File: config.mk
export PLATFORM = sky130hd
export DESIGN_NAME = inst_align_buffer
export DESIGN_NICKNAME = d
export VERILOG_FILES = /design/src/rtl/inst_align_buffer.sv
export SDC_FILE = /design/constraint.sdc
export NUM_CORES = 1
export LEC_CHECK = 0
export ABC_AREA = 1
export CAP_MARGIN = 20
export CORE_MARGIN = 2
export CORE_UTILIZATION = 30
export DETAILED_ROUTE_END_ITERATION = 10
export GPL_ROUTABILITY_DRIVEN = 0
export GPL_TIMING_DRIVEN = 0
export SLEW_MARGIN = 20
export SYNTH_ARGS = -nofsm -noshare
export SYNTH_HDL_FRONTEND = slang
export SYNTH_SLANG_ARGS = --single-unit
File: constraint.sdc
create_clock -name clk -period 3.61 [get_ports clk]
set_clock_uncertainty 0.15 [all_clocks]
set_input_delay 1.083 -clock clk [delete_from_list [all_inputs] [get_ports clk]]
set_output_delay 1.083 -clock clk [all_outputs]
set_load 0.02 [all_outputs]
File: src/rtl/inst_align_buffer.sv
// Fetch-side realigner: turns an IF-stage halfword-aligned PC into RV32I/RVC instructions
// using a one-word line buffer so that instructions straddling two cache words can be assembled.
module inst_align_buffer #(
    parameter int ADDR_W = 30
) (
    input  logic              clk,
    input  logic              rst_n,
    input  logic [31:0]       pc,
    output logic              ready,
    output logic              compressed,
    output logic [31:0]       inst,
    input  logic              ICACHE_stall,
    output logic              ICACHE_ren,
    output logic              ICACHE_wen,
    output logic [ADDR_W-1:0] ICACHE_addr,
    output logic [31:0]       ICACHE_wdata,
    input  logic [31:0]       ICACHE_rdata
);

    typedef enum logic {
        S_RUN,
        S_WAIT
    } state_t;

    state_t            state_q, state_d;
    logic              buf_vld_q, buf_vld_d;
    logic [ADDR_W-1:0] buf_addr_q, buf_addr_d;
    logic [31:0]       buf_data_q, buf_data_d;
    logic [ADDR_W-1:0] req_addr_q, req_addr_d;

    logic [ADDR_W-1:0] word_addr;
    logic [ADDR_W-1:0] word_addr_next;
    logic              hit;
    logic [15:0]       half;
    logic              ren_raw;
    logic              rdy_raw;
    logic [31:0]       raw_inst;
    logic              unused_pc0;

    assign unused_pc0     = pc[0];
    assign word_addr      = pc[ADDR_W+1:2];
    assign word_addr_next = word_addr + ADDR_W'(1);
    assign hit            = buf_vld_q && (buf_addr_q == word_addr);

    always_comb begin
        state_d     = state_q;
        buf_vld_d   = buf_vld_q;
        buf_addr_d  = buf_addr_q;
        buf_data_d  = buf_data_q;
        req_addr_d  = req_addr_q;
        ren_raw     = 1'b0;
        rdy_raw     = 1'b0;
        raw_inst    = 32'h0;
        half        = 16'h0;
        ICACHE_addr = word_addr;

        case (state_q)
            S_RUN: begin
                if (hit) begin
                    half = pc[1] ? buf_data_q[31:16] : buf_data_q[15:0];
                    if (pc[1] && (half[1:0] == 2'b11)) begin
                        // Upper half lives in the next word; that word becomes the new buffer.
                        ren_raw     = 1'b1;
                        ICACHE_addr = word_addr_next;
                        if (!ICACHE_stall) begin
                            rdy_raw    = 1'b1;
                            raw_inst   = {ICACHE_rdata[15:0], buf_data_q[31:16]};
                            buf_vld_d  = 1'b1;
                            buf_addr_d = word_addr_next;
                            buf_data_d = ICACHE_rdata;
                        end
                    end else begin
                        rdy_raw  = 1'b1;
                        raw_inst = pc[1] ? {16'h0, buf_data_q[31:16]} : buf_data_q;
                    end
                end else begin
                    ren_raw     = 1'b1;
                    ICACHE_addr = word_addr;
                    if (!ICACHE_stall) begin
                        buf_vld_d  = 1'b1;
                        buf_addr_d = word_addr;
                        buf_data_d = ICACHE_rdata;
                        half       = pc[1] ? ICACHE_rdata[31:16] : ICACHE_rdata[15:0];
                        if (!(pc[1] && (half[1:0] == 2'b11))) begin
                            rdy_raw  = 1'b1;
                            raw_inst = pc[1] ? {16'h0, ICACHE_rdata[31:16]} : ICACHE_rdata;
                        end
                    end
                end
                if (ren_raw && ICACHE_stall) begin
                    req_addr_d = ICACHE_addr;
                    state_d    = S_WAIT;
                end
            end
            S_WAIT: begin
                // The outstanding request is held unchanged even if the PC redirects.
                ren_raw     = 1'b1;
                ICACHE_addr = req_addr_q;
                if (!ICACHE_stall) begin
                    buf_vld_d  = 1'b1;
                    buf_addr_d = req_addr_q;
                    buf_data_d = ICACHE_rdata;
                    state_d    = S_RUN;
                end
            end
            default: state_d = S_RUN;
        endcase
    end

    assign ready        = rst_n && rdy_raw;
    assign ICACHE_ren   = rst_n && ren_raw;
    assign ICACHE_wen   = 1'b0;
    assign ICACHE_wdata = 32'h0;
    assign compressed   = ready && (raw_inst[1:0] != 2'b11);
    assign inst         = !ready ? 32'h0 :
                          (raw_inst[1:0] == 2'b11) ? raw_inst : {16'h0, raw_inst[15:0]};

    always_ff @(posedge clk) begin
        if (!rst_n) begin
            state_q    <= S_RUN;
            buf_vld_q  <= 1'b0;
            buf_addr_q <= '0;
            buf_data_q <= 32'h0;
            req_addr_q <= '0;
        end else begin
            state_q    <= state_d;
            buf_vld_q  <= buf_vld_d;
            buf_addr_q <= buf_addr_d;
            buf_data_q <= buf_data_d;
            req_addr_q <= req_addr_d;
        end
    end

endmodule

==> flow_metrics.tcl, run 1 <==
set metrics [dict create \
    outcome "finished, violations left" \
    violations "setup timing" \
    yosys_most_used_dff "dfxtp_1" \
    cp_max_fo 8 \
    seq_power_share_pct 32.1 \
    power_frac_clock_pct 33.3 \
    max_freq_ghz 0.2434 \
    min-delay-path-class "flip-flop to flip-flop" \
    synthMuxAreaShare_pct 0 \
    rows 62 \
    diodes 0 \
    yosysWarningCount 0 \
    final_nets 2003 \
    crit_path_end_kind "output pin" \
    drv_cap 0 \
    internal_power_w 0.002298 \
    netlist-cell-type-count 33 \
    synthSimpleGateAreaFrac_pct 51.01 \
    synth-compound-area-share_pct 10.40 \
    drc 0 \
    cts_tree "built" \
    cts_num_sinks 94 \
    whs_ns 0.3371 \
    reg2reg_depth 16 \
    final_core_util_pct 48.33 \
    grt_use_total_pct 24.84 \
    synth.avg_cell_area_um2 5.176 \
    drt_iter0_drc 1227 \
    die_area_um2 30590 \
    syn_inst 1693 \
    min_period_ns 4.109 \
    dpl.hpwl_mm 28.47 \
    holdBufCountCts 0 \
    ys_ff_latch 94 \
    placed_cells 2232 \
    die_h_um 174.9 \
    crit_arrival_ns 2.88 \
    grt_first_pass_wirelength_mm 58.95 \
    cellLeakagePower_nw 6.698 \
    floorplan.initialDensity_pct 30.53 \
    overflow 0 \
    synth_xor_xnor_area_share_pct 1.999 \
    drtPass1Iterations 6 \
    io_pins 165 \
    rsz0062_at_grt "yes" \
    core-area_um2 28700 \
    power.switching_w 0.001333 \
    setup_viol 65 \
    vdd_drop_max_v 0.0002134 \
    worstSetupPathType "primary input to output pin" \
    fin_cells 2324 \
    dpl_worst_slack_ns -1.747 \
    num-fill-cells 2899 \
    max-slew-margin-rel_pct 39.12 \
    cts.path.max_buffers 2 \
    vias 11705 \
    layout_common_cells "nand2_1, nor2_1, inv_1" \
    vias_per_cell 5.037 \
    grt_max_degree 18 \
    drive_gt1_share_pct 30.98 \
    worstPathRequired_ns 2.38 \
    min_path_cells 2 \
    seq_area_frac_synth_pct 21.48 \
    cts_made_buffers 9 \
    grt_pass1_vias 10505 \
    wl_per_cell_um 17.33 \
    power.density_nw_per_um2 261.7 \
    tightest_slew_ns 0.9133 \
    synth_top_family_by_area "simple AND/OR/NAND/NOR gates" \
    synthesis.area_um2 8762 \
    total_power_w 0.003630 \
    ant_nets 0 \
    synth_fa_ha_area_share_pct 0.1428 \
    slew_viol_final 0 \
    area_growth_pct 58.33 \
    io_buffers 123 \
    pwr-share-comb_pct 34.6 \
    asyncSetResetFlopFracSynth_pct 0 \
    cp-start-kind "primary input" \
    die_x_um 174.9 \
    htree_levels 3 \
    worst_slack_ns -0.4987 \
    clk_transition_reported_paths_ns 0.08 \
    timing.final.hold_violations 0 \
    fin_crit_sh_pct 113.8 \
    cts_root_buffer "clkbuf_16" \
    p_sw_share_pct 36.70 \
    insertion_delay_ns 0.37 \
    synth-edff-count 0 \
    layout_commonest_cell "nand2_1" \
    wl_mm 40.26 \
    antenna_found_initial 0 \
]
## per-layer routing
metal / part of all wire (%) / wire [um] / vias to the layer above / GRT usage [%]
met1: 41 / 16570 / 5294 / 33.05
met5: 0 / 0 / - / 0
met3: 9.1 / 3644 / 137 / 4.373
met4: 4.6 / 1861 / 0 / 10.24
li1: - / - / 5614 / -
met2: 45 / 18190 / 660 / 39.64
## state kept, by name, indices dropped and copies added (netlist names)
| name | flops |
|---|---|
| buf_addr_q | 30 |
| buf_vld_q | 1 |
| state_q | 1 |
| buf_data_q | 32 |
| req_addr_q | 30 |
## synthesized netlist by cell type, types with 2 or more instances
library cell  number  area (um2)
nand2_1          614        2305
nor2_1           338        1269
o21ai_0          150       750.7
inv_1            143       536.8
nand3_1          110       550.5
dfxtp_1           94        1882
clkbuf_1          49       183.9
buf_4             39       292.8
inv_2             28       105.1
buf_2             26       130.1
xor2_1            17       148.9
nor2_2            12       75.07
a21oi_1           11       55.05
o211ai_1          10       75.07
and2_1             6       37.54
nand3b_1           6       45.04
nand4_1            5       31.28
buf_1              4       15.01
nand2_2            4       25.02
buf_6              3       33.78
clkinv_1           3       11.26
nand3_2            3       30.03
o21ai_1            3       15.01
xnor2_1            3       26.28
nor2_4             2       22.52
nor2_8             2       40.04
nor3_1             2       10.01
## final cells by class
class,count,area (um2),share of cell area [%]
buffer,117,865.8,6.241
clock buffer,9,225.2,1.623
clock inverter,7,128.9,0.9289
inverter,174,740.7,5.339
multi-input combinational,1337,7315,52.72
sequential,94,1882,13.56
tap,384,480.5,3.463
timing repair buffer,202,2236,16.12
## worst max-delay path, cell delays in order
cell	delay, ns
buf_12	0.12
inv_6	0.06
nand2_2	0.05
nand2_2	0.07
nand2_2	0.07
nor2_2	0.12
nand2_2	0.09
nor2_4	0.25
nand2_4	0.14
nand2_4	0.10
nand2_4	0.07
nor2_8	0.18
inv_8	0.08
buf_12	0.14
nor2_4	0.11
buf_6	0.13
## per-stage QoR
stage,area [um2],TNS [ns]
2_1_floorplan,9472,-4.989
3_3_place_gp,11180,-109.24
3_5_place_dp,11190,-110.72
4_1_cts,12280,-30.29
5_1_grt,13870,-33.82
6_report,13870,-27.56
## final timing paths
kind	start	endpoint	slack, ns
max	pc[10]	inst[2]	-0.50
min reg2reg	buf_data_q[14]	buf_data_q[14]	0.34
min	buf_data_q[14]	buf_data_q[14]	0.34
max reg2reg	buf_addr_q[10]	buf_addr_q[11]	0.58
## what timing repair did
| action | 4_1_cts | 5_1_grt |
|---|---|---|
| pin swaps | 23 | 119 |
| endpoints found under the setup margin | 65 | 65 |
| resized for setup | 601 | 404 |
| buffers inserted | 23 | 49 |
| gates cloned | 5 | 4 |
## power by group through the flow
stage	Sequential [W]	Combinational, W	Clock [W]
global route	0.00117	0.00136	0.00126
finish	0.00116	0.00126	0.00121
CTS	0.00116	0.00108	0.00122
detailed placement	0.00118	0.00102	0
floorplan	0.00117	0.000672	0
global placement	0.00118	0.00101	0
## cells by family (layout without fill, tap and decap cells)
group / Yosys count / count (layout)
xor+xnor: 20 / 20
simple gates: 1106 / 1107
fa+ha+maj: 1 / 1
flops: 94 / 94
compound gates: 176 / 176
buf+inv: 295 / 509
other cells: 1 / 33
(Power assumes the default switching activity.)
==> run 2: changes to the inputs <==
--- a/config.mk
+++ b/config.mk
@@ -9,10 +9,11 @@
 export CAP_MARGIN = 20
 export CORE_MARGIN = 2
 export CORE_UTILIZATION = 30
+export CTS_CLUSTER_DIAMETER = 100
+export CTS_CLUSTER_SIZE = 14
 export DETAILED_ROUTE_END_ITERATION = 10
 export GPL_ROUTABILITY_DRIVEN = 0
 export GPL_TIMING_DRIVEN = 0
-export SLEW_MARGIN = 20
 export SYNTH_ARGS = -nofsm -noshare
 export SYNTH_HDL_FRONTEND = slang
 export SYNTH_SLANG_ARGS = --single-unit
==> run 2 against run 1 <==
The flow still finishes with violations (setup timing); non-clock buffer count rose by 1; flip-flop and latch count did not move; highest routed layer unchanged; wire length fell by 0.71%; via count fell by 0.58%; cell count barely moved; register-to-register slack improved by 0.16 ns; fmax fell by 1.7%; clock-buffer cell count did not move; clock power fell by 16%; utilization rose by 0.37 points.
==> flow_metrics.tcl, run 2 (synthesis gave the netlist of run 1 again) <==
set metrics [dict create \
    wl_mm 39.98 \
    cp-start-kind "primary input" \
    grt_max_degree 19 \
    grt_use_total_pct 25.51 \
    timing.final.hold_violations 0 \
    max_freq_ghz 0.2392 \
    rsz0062_at_grt "yes" \
    cp_top_family "simple AND/OR/NAND/NOR gates" \
    cts_tree "built" \
    worstSetupPathType "primary input to output pin" \
    critPathBufInv 6 \
    vdd_drop_max_v 0.0002194 \
    worstReg2RegStart "buf_addr_q[9]" \
    tightest_slew_ns 0.9122 \
    holdPathEnd "buf_data_q[11]" \
    dpl.hpwl_mm 28.50 \
    antenna_found_initial 0 \
    postLayoutCellArea_um2 13980 \
    min_from "buf_data_q[11]" \
    grt_pass1_vias 11062 \
    die_area_um2 30590 \
    drive_gt1_share_pct 33.23 \
    cts_root_buffer "clkbuf_16" \
    largestRegisters "buf_data_q x32, buf_addr_q x30, req_addr_q x30" \
    cts_made_buffers 9 \
    min-delay-path-class "flip-flop to flip-flop" \
    rr_endpoint "buf_addr_q[2]" \
    grt_first_pass_wirelength_mm 61.11 \
    cts.path.max_buffers 2 \
    fin_setup_tns_ns -29.30 \
    cp_slowest_stage_delay_ns 0.23 \
    final_nets 2004 \
    layout_commonest_cell "nand2_1" \
    drc 0 \
    die_h_um 174.9 \
    reg2reg_depth 16 \
    violations "setup timing" \
    rows 62 \
    regToRegSetupSlack_ns 0.74 \
    floorplan.initialDensity_pct 30.53 \
    area_growth_pct 59.53 \
    ant_nets 0 \
    vias 11637 \
    dpl_cell_area_um2 11210 \
    layout_common_cells "nand2_1, nor2_1, inv_1" \
    cts_num_sinks 94 \
    die_x_um 174.9 \
    drtPass1Iterations 6 \
    outcome "finished, violations left" \
    slew_viol_final 0 \
    fin_crit_sh_pct 115.8 \
    core-area_um2 28700 \
    power.density_nw_per_um2 248.5 \
    crit_path_top_delay_cell "nor2_4" \
    regMostFlops "buf_data_q" \
    overflow 0 \
    min_period_ns 4.181 \
    crit_top_cell "nand2_1" \
    worstPathCellList "buf_8 > inv_4 > nand2_4 > nand2_4 > inv_2 > nand2_2 > nor2_1 > nand2_1 > nor2_4 > buf_6 > nand3_4 > buf_6 > nand2_1 > nand2_1 > o21ai_4 > buf_2" \
    drv_cap 0 \
    vias_per_cell 5.005 \
    insertion_delay_ns 0.37 \
    largest_register_ffs 32 \
    min_path_cells 2 \
    diodes 0 \
    clk_transition_reported_paths_ns 0.08 \
    io_pins 165 \
    cp_max_fo 10 \
    setup_viol 65 \
    crit_path_end_kind "output pin" \
    cellLeakagePower_nw 6.803 \
    worstPathRequired_ns 2.38 \
    wl_per_cell_um 17.19 \
    crit_arrival_ns 2.95 \
    worst_slack_ns -0.5712 \
    io_buffers 123 \
    drt_iter0_drc 1326 \
    max-slew-margin-rel_pct 39.19 \
    htree_levels 3 \
]
run 2: cell types whose count changed in the layout (fill, tap and decap cells not counted), sizes merged:
cell	previous run	this run
clkinvlp	1	0
clkinv	3	6
inv	174	175
clkbuf	58	59
bufinv	3	0
run 2: worst max path at each step:
stage	start	to	slack (ns)	cells after the start
floorplan	pc[12]	inst[10]	-0.18	15
global placement	pc[23]	inst[15]	-1.73	15
detailed placement	pc[23]	inst[15]	-1.72	15
CTS	pc[22]	ICACHE_addr[27]	-0.49	15
global route	pc[9]	ICACHE_addr[27]	-0.61	16
finish	pc[15]	ICACHE_addr[27]	-0.57	16
run 2: through the flow:
| step | worst slack (ns) | utilization, % | cells | power, W | hold WS, ns |
|---|---|---|---|---|---|
| floorplan | -0.1787 | - | 1725 | 0.001840 | 0.2992 |
| global placement | -1.729 | 38.96 | 2232 | 0.002188 | 0.3106 |
| detailed placement | -1.722 | 39.07 | 2234 | 0.002199 | 0.3174 |
| CTS | -0.4904 | 45.68 | 2309 | 0.003348 | 0.3353 |
| global route | -0.6055 | 48.70 | 2325 | 0.003633 | 0.3609 |
| finish | -0.5712 | 48.70 | 2325 | 0.003474 | 0.3375 |
run 2: worst register-to-register path, cell delays in order, from the launching register on:
cell	delay, ns
dfxtp_1	0.35
inv_1	0.13
nand2_4	0.07
nand2_4	0.08
nor2_2	0.05
nand2_1	0.07
nor2_1	0.06
nand2_2	0.14
nor2_8	0.09
buf_6	0.12
buf_6	0.10
nand3_4	0.08
buf_4	0.26
clkbuf_1	0.55
nand3_1	0.25
nor2_1	0.17
nor2_1	0.05
run 2: layout make-up:
| class | instances | area (um2) |
|---|---|---|
| Fill cell | 2864 | 14720 |
| Timing Repair Buffer | 201 | 2222 |
| Clock inverter | 7 | 62.56 |
| Inverter | 174 | 774.5 |
| Buffer | 119 | 924.6 |
| Sequential cell | 94 | 1882 |
| Multi-Input combinational cell | 1337 | 7407 |
| Clock buffer | 9 | 225.2 |
| Tap cell | 384 | 480.5 |
run 2: what timing repair did:
item / in CTS / in global routing
endpoints found under the setup margin: 65 / 65
setup buffers: 52 / 18
gates cloned: 8 / 1
pin swaps: 70 / 83
hold buffers: 0 / 0
gates resized for setup: 840 / 226
run 2: layer usage:
metal | share of wire [%] | up-vias | GRT usage [%] | routed length [um]
met2 | 45 | 675 | 41.07 | 18130
met5 | 0 | - | 0 | 0
met4 | 4.2 | 0 | 11.01 | 1666
met3 | 9.1 | 116 | 4.286 | 3627
met1 | 41 | 5224 | 33.59 | 16560
li1 | - | 5622 | - | -
run 2: report_power, final:
| part | switching, W | internal (W) | leakage [nW] |
|---|---|---|---|
| Sequential | 0.0000517 | 0.00111 | 0.781 |
| Combinational | 0.000782 | 0.000505 | 5.88 |
| Clock | 0.000534 | 0.000488 | 0.145 |
==> run 3: changes to the inputs <==
--- a/config.mk
+++ b/config.mk
@@ -6,11 +6,12 @@
 export NUM_CORES = 1
 export LEC_CHECK = 0
 export ABC_AREA = 1
+export ABC_CLOCK_PERIOD_IN_PS = 3610
 export CAP_MARGIN = 20
 export CORE_MARGIN = 2
 export CORE_UTILIZATION = 30
 export CTS_CLUSTER_DIAMETER = 100
-export CTS_CLUSTER_SIZE = 14
+export CTS_CLUSTER_SIZE = 20
 export DETAILED_ROUTE_END_ITERATION = 10
 export GPL_ROUTABILITY_DRIVEN = 0
 export GPL_TIMING_DRIVEN = 0
==> results of run 3 <==
Same layout as run 2: the final DEF is identical, and so are final timing and power.
